--- src/rtl/udp_tx_initiator.sv ---
// Active-side UDP traffic source: resolves the peer MAC through an ARP request,
// then launches fixed-size UDP frames carrying a {frame count, word index} pattern.
// All logic lives in the gmii_rx_clk domain.

module udp_tx_initiator #(
    parameter logic [31:0] DES_IP      = 32'hC0A8_0166,
    parameter logic [15:0] PKT_BYTES   = 16'd64,
    parameter logic [31:0] GAP_CYCLES  = 32'd125_000,
    parameter logic [31:0] ARP_TIMEOUT = 32'd125_000_000,
    parameter logic [3:0]  ARP_RETRY   = 4'd3
) (
    input  logic        clk,
    input  logic        rst_n,
    input  logic        enable,
    // ARP receive side
    input  logic        arp_rx_done,
    input  logic        arp_rx_type,
    input  logic [47:0] src_mac,
    input  logic [31:0] src_ip,
    // ARP transmit side
    input  logic        arp_tx_done,
    output logic        arp_tx_en,
    output logic        arp_tx_type,
    // UDP transmit side
    input  logic        udp_tx_req,
    input  logic        udp_tx_done,
    output logic        udp_tx_start_en,
    output logic [15:0] udp_tx_byte_num,
    output logic [31:0] udp_tx_data,
    // Status
    output logic [47:0] peer_mac,
    output logic [31:0] peer_ip,
    output logic        peer_valid,
    output logic        arp_fail,
    output logic [31:0] pkt_cnt
);

    typedef enum logic [2:0] {
        StIdle,
        StArpReq,
        StArpTxw,
        StArpWait,
        StGap,
        StUdpStart,
        StUdpWait,
        StFail
    } state_e;

    // Zero-length gap / timeout degrade to a single cycle instead of wrapping.
    localparam logic [31:0] GapLast = (GAP_CYCLES == 32'd0) ? 32'd0 : GAP_CYCLES - 32'd1;
    localparam logic [31:0] TmoLast = (ARP_TIMEOUT == 32'd0) ? 32'd0 : ARP_TIMEOUT - 32'd1;

    state_e      state_q, state_d;
    logic [3:0]  retry_cnt_q, retry_cnt_d;
    logic [31:0] tmo_cnt_q, tmo_cnt_d;
    logic [31:0] gap_cnt_q, gap_cnt_d;
    logic [15:0] word_idx_q, word_idx_d;
    logic [31:0] pkt_cnt_q, pkt_cnt_d;
    logic [47:0] peer_mac_q, peer_mac_d;
    logic [31:0] peer_ip_q, peer_ip_d;
    logic        peer_valid_q, peer_valid_d;
    logic [31:0] tx_data_q, tx_data_d;

    logic        reply_match;
    logic [4:0]  retry_next;

    // Only an ARP reply from the target address resolves the peer.
    assign reply_match = arp_rx_done & arp_rx_type & (src_ip == DES_IP);
    // One bit wider so the attempt compare cannot overflow.
    assign retry_next  = {1'b0, retry_cnt_q} + 5'd1;

    // Next-state logic, datapath updates and strobe outputs.
    always_comb begin
        state_d         = state_q;
        retry_cnt_d     = retry_cnt_q;
        tmo_cnt_d       = tmo_cnt_q;
        gap_cnt_d       = gap_cnt_q;
        word_idx_d      = word_idx_q;
        pkt_cnt_d       = pkt_cnt_q;
        peer_mac_d      = peer_mac_q;
        peer_ip_d       = peer_ip_q;
        peer_valid_d    = peer_valid_q;
        tx_data_d       = tx_data_q;
        arp_tx_en       = 1'b0;
        udp_tx_start_en = 1'b0;
        arp_fail        = 1'b0;

        unique case (state_q)
            StIdle: begin
                if (enable) begin
                    if (peer_valid_q) begin
                        state_d   = StGap;
                        gap_cnt_d = 32'd0;
                    end else begin
                        state_d     = StArpReq;
                        retry_cnt_d = 4'd0;
                    end
                end
            end

            StArpReq: begin
                arp_tx_en = 1'b1;
                state_d   = StArpTxw;
            end

            StArpTxw: begin
                if (arp_tx_done) begin
                    state_d   = StArpWait;
                    tmo_cnt_d = 32'd0;
                end
            end

            StArpWait: begin
                // A matching reply takes priority over a simultaneous timeout.
                if (reply_match) begin
                    peer_mac_d   = src_mac;
                    peer_ip_d    = src_ip;
                    peer_valid_d = 1'b1;
                    gap_cnt_d    = 32'd0;
                    state_d      = StGap;
                end else if (tmo_cnt_q == TmoLast) begin
                    retry_cnt_d = retry_next[3:0];
                    if (retry_next < {1'b0, ARP_RETRY}) begin
                        state_d = StArpReq;
                    end else begin
                        state_d = StFail;
                    end
                end else begin
                    tmo_cnt_d = tmo_cnt_q + 32'd1;
                end
            end

            StFail: begin
                arp_fail = 1'b1;
                if (!enable) begin
                    state_d = StIdle;
                end
            end

            StGap: begin
                if (!enable) begin
                    state_d = StIdle;
                end else if (gap_cnt_q == GapLast) begin
                    state_d = StUdpStart;
                end else begin
                    gap_cnt_d = gap_cnt_q + 32'd1;
                end
            end

            StUdpStart: begin
                udp_tx_start_en = 1'b1;
                word_idx_d      = 16'd0;
                state_d         = StUdpWait;
            end

            StUdpWait: begin
                // Data appears the cycle after req, like a normal-mode FIFO read.
                if (udp_tx_req) begin
                    tx_data_d  = {pkt_cnt_q[15:0], word_idx_q};
                    word_idx_d = word_idx_q + 16'd1;
                end
                // The frame always completes, even if enable dropped meanwhile.
                if (udp_tx_done) begin
                    pkt_cnt_d = pkt_cnt_q + 32'd1;
                    gap_cnt_d = 32'd0;
                    state_d   = StGap;
                end
            end

            default: begin
                state_d = StIdle;
            end
        endcase
    end

    // State and datapath registers with synchronous active-low reset.
    always_ff @(posedge clk) begin
        if (!rst_n) begin
            state_q      <= StIdle;
            retry_cnt_q  <= 4'd0;
            tmo_cnt_q    <= 32'd0;
            gap_cnt_q    <= 32'd0;
            word_idx_q   <= 16'd0;
            pkt_cnt_q    <= 32'd0;
            peer_mac_q   <= 48'd0;
            peer_ip_q    <= 32'd0;
            peer_valid_q <= 1'b0;
            tx_data_q    <= 32'd0;
        end else begin
            state_q      <= state_d;
            retry_cnt_q  <= retry_cnt_d;
            tmo_cnt_q    <= tmo_cnt_d;
            gap_cnt_q    <= gap_cnt_d;
            word_idx_q   <= word_idx_d;
            pkt_cnt_q    <= pkt_cnt_d;
            peer_mac_q   <= peer_mac_d;
            peer_ip_q    <= peer_ip_d;
            peer_valid_q <= peer_valid_d;
            tx_data_q    <= tx_data_d;
        end
    end

    assign arp_tx_type     = 1'b0;
    assign udp_tx_byte_num = PKT_BYTES;
    assign udp_tx_data     = tx_data_q;
    assign peer_mac        = peer_mac_q;
    assign peer_ip         = peer_ip_q;
    assign peer_valid      = peer_valid_q;
    assign pkt_cnt         = pkt_cnt_q;

endmodule

--- config.mk ---
export PLATFORM = sky130hd
export DESIGN_NAME = udp_tx_initiator
export DESIGN_NICKNAME = d
export VERILOG_FILES = /design/src/rtl/udp_tx_initiator.sv
export SDC_FILE = /design/constraint.sdc
export NUM_CORES = 1
export LEC_CHECK = 0
export ABC_AREA = 1
export CORE_MARGIN = 2
export CORE_UTILIZATION = 52
export CTS_CLUSTER_DIAMETER = 120
export DETAILED_ROUTE_END_ITERATION = 10
export PLACE_DENSITY = 0.81
export SLEW_MARGIN = 20
export SYNTH_ARGS = -nofsm -noshare
export SYNTH_HDL_FRONTEND = slang
export SYNTH_SLANG_ARGS = --single-unit
--- constraint.sdc ---
create_clock -name clk -period 2.1 [get_ports clk]
set_input_delay 0.315 -clock clk [delete_from_list [all_inputs] [get_ports clk]]
set_output_delay 0.315 -clock clk [all_outputs]
set_load 0.02 [all_outputs]
Word-level counts from Yosys, hierarchy flattened
Index checks and enable logic that the tools add are counted.
- bitwise gates (word level): 2
- eq/ne operators: 25
- reductions and logical operators: 13
- multiplexer cells: 32
- magnitude comparators: 1
- $add $sub $neg: 5
- operator list (cell ; count):
    $mux W32 ; 9
    $pmux W32 S4 ; 1
    $add A32 B1 Y32 const B ; 3
    $pmux W32 S2 ; 1
    $eq A32 B17 Y1 const B ; 1
    $eq A32 B27 Y1 const B ; 1
    $eq A32 B32 Y1 const B ; 1
    $pmux W16 S2 ; 1
    $mux W3 ; 10
    $ne A2 B2 Y1 const B ; 13
    $pmux W3 S8 ; 1
    $add A16 B1 Y16 const B ; 1
    $mux W16 ; 1
    $mux W4 ; 4
    $eq A3 B3 Y1 const B ; 4
    $pmux W4 S2 ; 1
    $reduce_and A2 Y1 ; 4
    $reduce_and A7 Y1 ; 1
    $eq A3 B2 Y1 const B ; 2
    $ne A3 B3 Y1 const B ; 2
    $reduce_and A6 Y1 ; 1
    $reduce_bool A2 Y1 ; 3
    $add A4 B1 Y5 const B ; 1
    $lt A5 B2 Y1 const B ; 1
    7 further kinds ; 10
- input port bits: 88
- output and inout port bits: 165
- word-level logic and storage cells: 88
- flip-flop bits (word level): 232

Logic depth before layout (Yosys ltp)
- depth in word-level cells: 6
- depth in mapped cells: 13
- gate-level depth less buffers: 12

Least setup slack after synthesis
No wires, ideal clock.
- path type: register -> register
- start point: register pkt_cnt_q[0] (netlist: pkt_cnt[0])
- end point: register pkt_cnt_q[16] (netlist: pkt_cnt[16])
- arrival: 1.716 ns
- clock period less this slack: 1.829 ns
- buffers on the path: 0
- required time: 1.987 ns
- setup time: 0.113 ns
- cell stages (with the launch flop): 13
- slack: 0.271 ns
- cells stage by stage: dfxtp_1 -> ha_1 -> nand3_1 -> inv_1 -> nand2_1 -> nor2_1 -> nand2_1 -> inv_1 -> nand3_1 -> nor2_1 -> nand2_1 -> nand2_1 -> nor2_1
- cells in the longest elaborated chain, start to end: 1
- ends and longest elaborated chain (item ; line ; text):
    from (decl) ; 58 ; logic [31:0] pkt_cnt_q, pkt_cnt_d;
    from (signal assigned) ; 195 ; pkt_cnt_q <= pkt_cnt_d;
    $add A32 B1 Y32 ; 164 ; pkt_cnt_d = pkt_cnt_q + 32'd1;
Every way passes these cells.
A chain may end at the register's enable or synchronous reset.

Final worst setup path
- start point: register state_q[0]
- end point: output port arp_tx_en
- cells in the longest elaborated chain, start to end: 2
- ends and longest elaborated chain (item ; line ; text):
    from (decl) ; 53 ; state_e state_q, state_d;
    from (signal assigned) ; 179 ; state_q <= StIdle;
    from (signal assigned) ; 190 ; state_q <= state_d;
    $eq A3 B1 Y1 ; 88 ; unique case (state_q)
    $mux W1 ; 88 ;
    to (decl) ; 22 ; output logic arp_tx_en,
Every way passes these cells.

==> out/results.txt <==
Asr flop ratio synth = 0
Finish-stage setup viols = 0
Hold Crit Class = input port to flop
DRC viols = 0
Most instantiated library cell after synthesis = nand2_1
Clock tree sinks = 232
Core Util, Final = 0.698
Vias in the first global route = 12,700
DR WL/cell = 15.0 um
Cells after Synth = 1,902
YS warnings = 0
Post-CTS Setup Inserts = 0
CP endpoint kind = output pin
# H-tree levels = 1
Clock transition at path regs = 0.06 ns
Total core area = 23,300 um2
Worst vdd ir = 0.752 mV
Placed cells = 2,454
Area of the mapped netlist = 12,200 um2
Max_slew headroom = 0.614
Vias per std cell = 5.24
Max Fclk = 480 MHz
Nets = 2,256
Period utilization = 0.993
Max clock buf depth = 3
Post-synth EDFFs = 0
Synth cell types = 39
Worst-margin pin slew = 0.575 ns
CP required = 1.78 ns
Global-route wire length before repair = 61.5 mm
Num CTS Buffers = 26
Post-layout total power = 12.4 mW
Initial DRC count = 954
Final hold viol count = 0
Area Growth Syn to Fin = 33.3%
Die Span X = 157 um
Antenna Cells = 0
Leak Pwr = 6.20 nW
Top FF cell, synth = dfxtp_1
Maxcap violations = 0
Port Buffers = 235
Yosys top cell by area = dfxtp_1
Register area share after synthesis = 0.381
Final Slew Violations = 0
Power density cells = 762 nW/um2
Total Routed Length = 37.6 mm
Crit path launch type = flop
Gp weighted congestion = 0.965
Initial Util = 0.524
Synth cell count leaders = nand2_1 (506), nor2_1 (379), dfxtp_1 (232)
Gr ovfl total = 0
Arr. time, crit path = 1.77 ns
Chip height = 157 um
Max FO, Critical Path = 6
Yosys reg bits = 232
CTS Hold Bufs = 0
Overall global routing resource usage = 0.303
Initial antenna violation count = 0
Largest cells by area after synthesis = dfxtp_1 (38%), nand2_1 (16%), nor2_1 (12%)
Row count = 56
Largest net degree at the start of global routing = 68
Area share of the largest cell type after synthesis = 0.381
DR pass1 iterations = 5
CTS tree = yes
Outcome = finished, final reports clean
Syn Area/Cell = 6.41 um2
Setup TNS = 0 ns
Root Driver = clkbuf_16
Non-Filler Instances = 2,502
Clk_lat worst skew = 0.56 ns
Period minus WS final = 2.08 ns
Die area = 24,700 um2
Detailed placement HPWL = 27.4 mm
Final ANT Viol Nets = 0
Share of cells above drive strength 1 = 0.0779
Crit Path Category = flop to output pin
Vias = 13,100
I/O pin total = 253
Fin Clk Skew = 0.0262 ns
kinds of logic after synthesis:
family | share of synthesized area
other | 0.000616
xor gates and xnor gates | 0.0287
and+or+nand+nor | 0.385
AOI/OAI and AO/OA | 0.109
adders and majority gates | 0.00513
DFF | 0.381
buffers and inverters | 0.0902
power breakdown:
part           total (mW)  leakage, nW  switching, mW  internal [mW]
clock                5.39        0.506           1.94           3.45
combinational        2.40         3.82           1.48          0.916
sequential           4.59         1.87          0.105           4.49
routing by layer:
layer | track usage | up-vias | part of all wire
met1 | 0.359 | 5990 | 0.40
met3 | 0.0686 | 94 | 0.079
met5 | 0 | - | 0
met2 | 0.531 | 495 | 0.48
li1 | - | 6536 | -
met4 | 0.119 | 0 | 0.040
per-stage QoR:
| stage | cell area [um2] | setup slack [ns] | hold WS (ns) |
|---|---|---|---|
| CTS | 16200 | 0.0111 | 0.187 |
| global placement | 15200 | -0.337 | 0.441 |
| finish | 16200 | 0.0151 | 0.200 |
| floorplan | 12200 | 0.271 | 0.450 |
| detailed placement | 15200 | -0.354 | 0.446 |
| global route | 16200 | -0.00426 | 0.220 |
worst paths after layout:
kind                             from                  endpoint  slack [ns]  cells after the start
max           state_q[0]$_SDFFE_PN0P_                 arp_tx_en        0.02                      3
min                             rst_n  peer_ip[19]$_SDFFE_PN0P_        0.20                      2
max reg2reg   pkt_cnt[9]$_SDFFE_PN0P_  pkt_cnt[20]$_SDFFE_PN0P_        0.15                      7
min reg2reg  peer_ip[26]$_SDFFE_PN0P_  peer_ip[26]$_SDFFE_PN0P_        0.45                      2
layout by cell type, fill, tap and decap left out, drive strengths merged, types with 46 or more instances in the layout:
master / count
nand2: 515
nor2: 389
dfxtp: 232
clkdlybuf4s50: 229
inv: 160
a21oi: 142
nand3: 121
o21ai: 90
buf: 75
nand4: 46
final cells by class:
cell class                      count  area (um2)
Sequential cell                   232        4650
Inverter                          162         612
Clock buffer                       33         727
Clock inverter                     15         314
Multi-Input combinational cell   1432        6520
Fill cell                        1984        7020
Tap cell                          319         399
Timing Repair Buffer              309        3030
what timing repair did:
item	CTS	global route
gates resized for setup	8	10
endpoints found under the hold margin	0	0
pin swaps	0	0
setup endpoints to repair	5	40
critical path, cell delays in order, from the launching register on:
cell	delay [ns]
dfxtp_1	0.43
inv_2	0.12
nor3_1	0.30
clkdlybuf4s15_1	0.37
sequential cells by signal, summed over array words and instances (netlist names), 4 cells and up:
signal	count
gap_cnt_q	32
tmo_cnt_q	32
word_idx_q	16
retry_cnt_q	4
peer_mac	48
peer_ip	32
udp_tx_data	32
pkt_cnt	32
(Power assumes the default switching activity.)
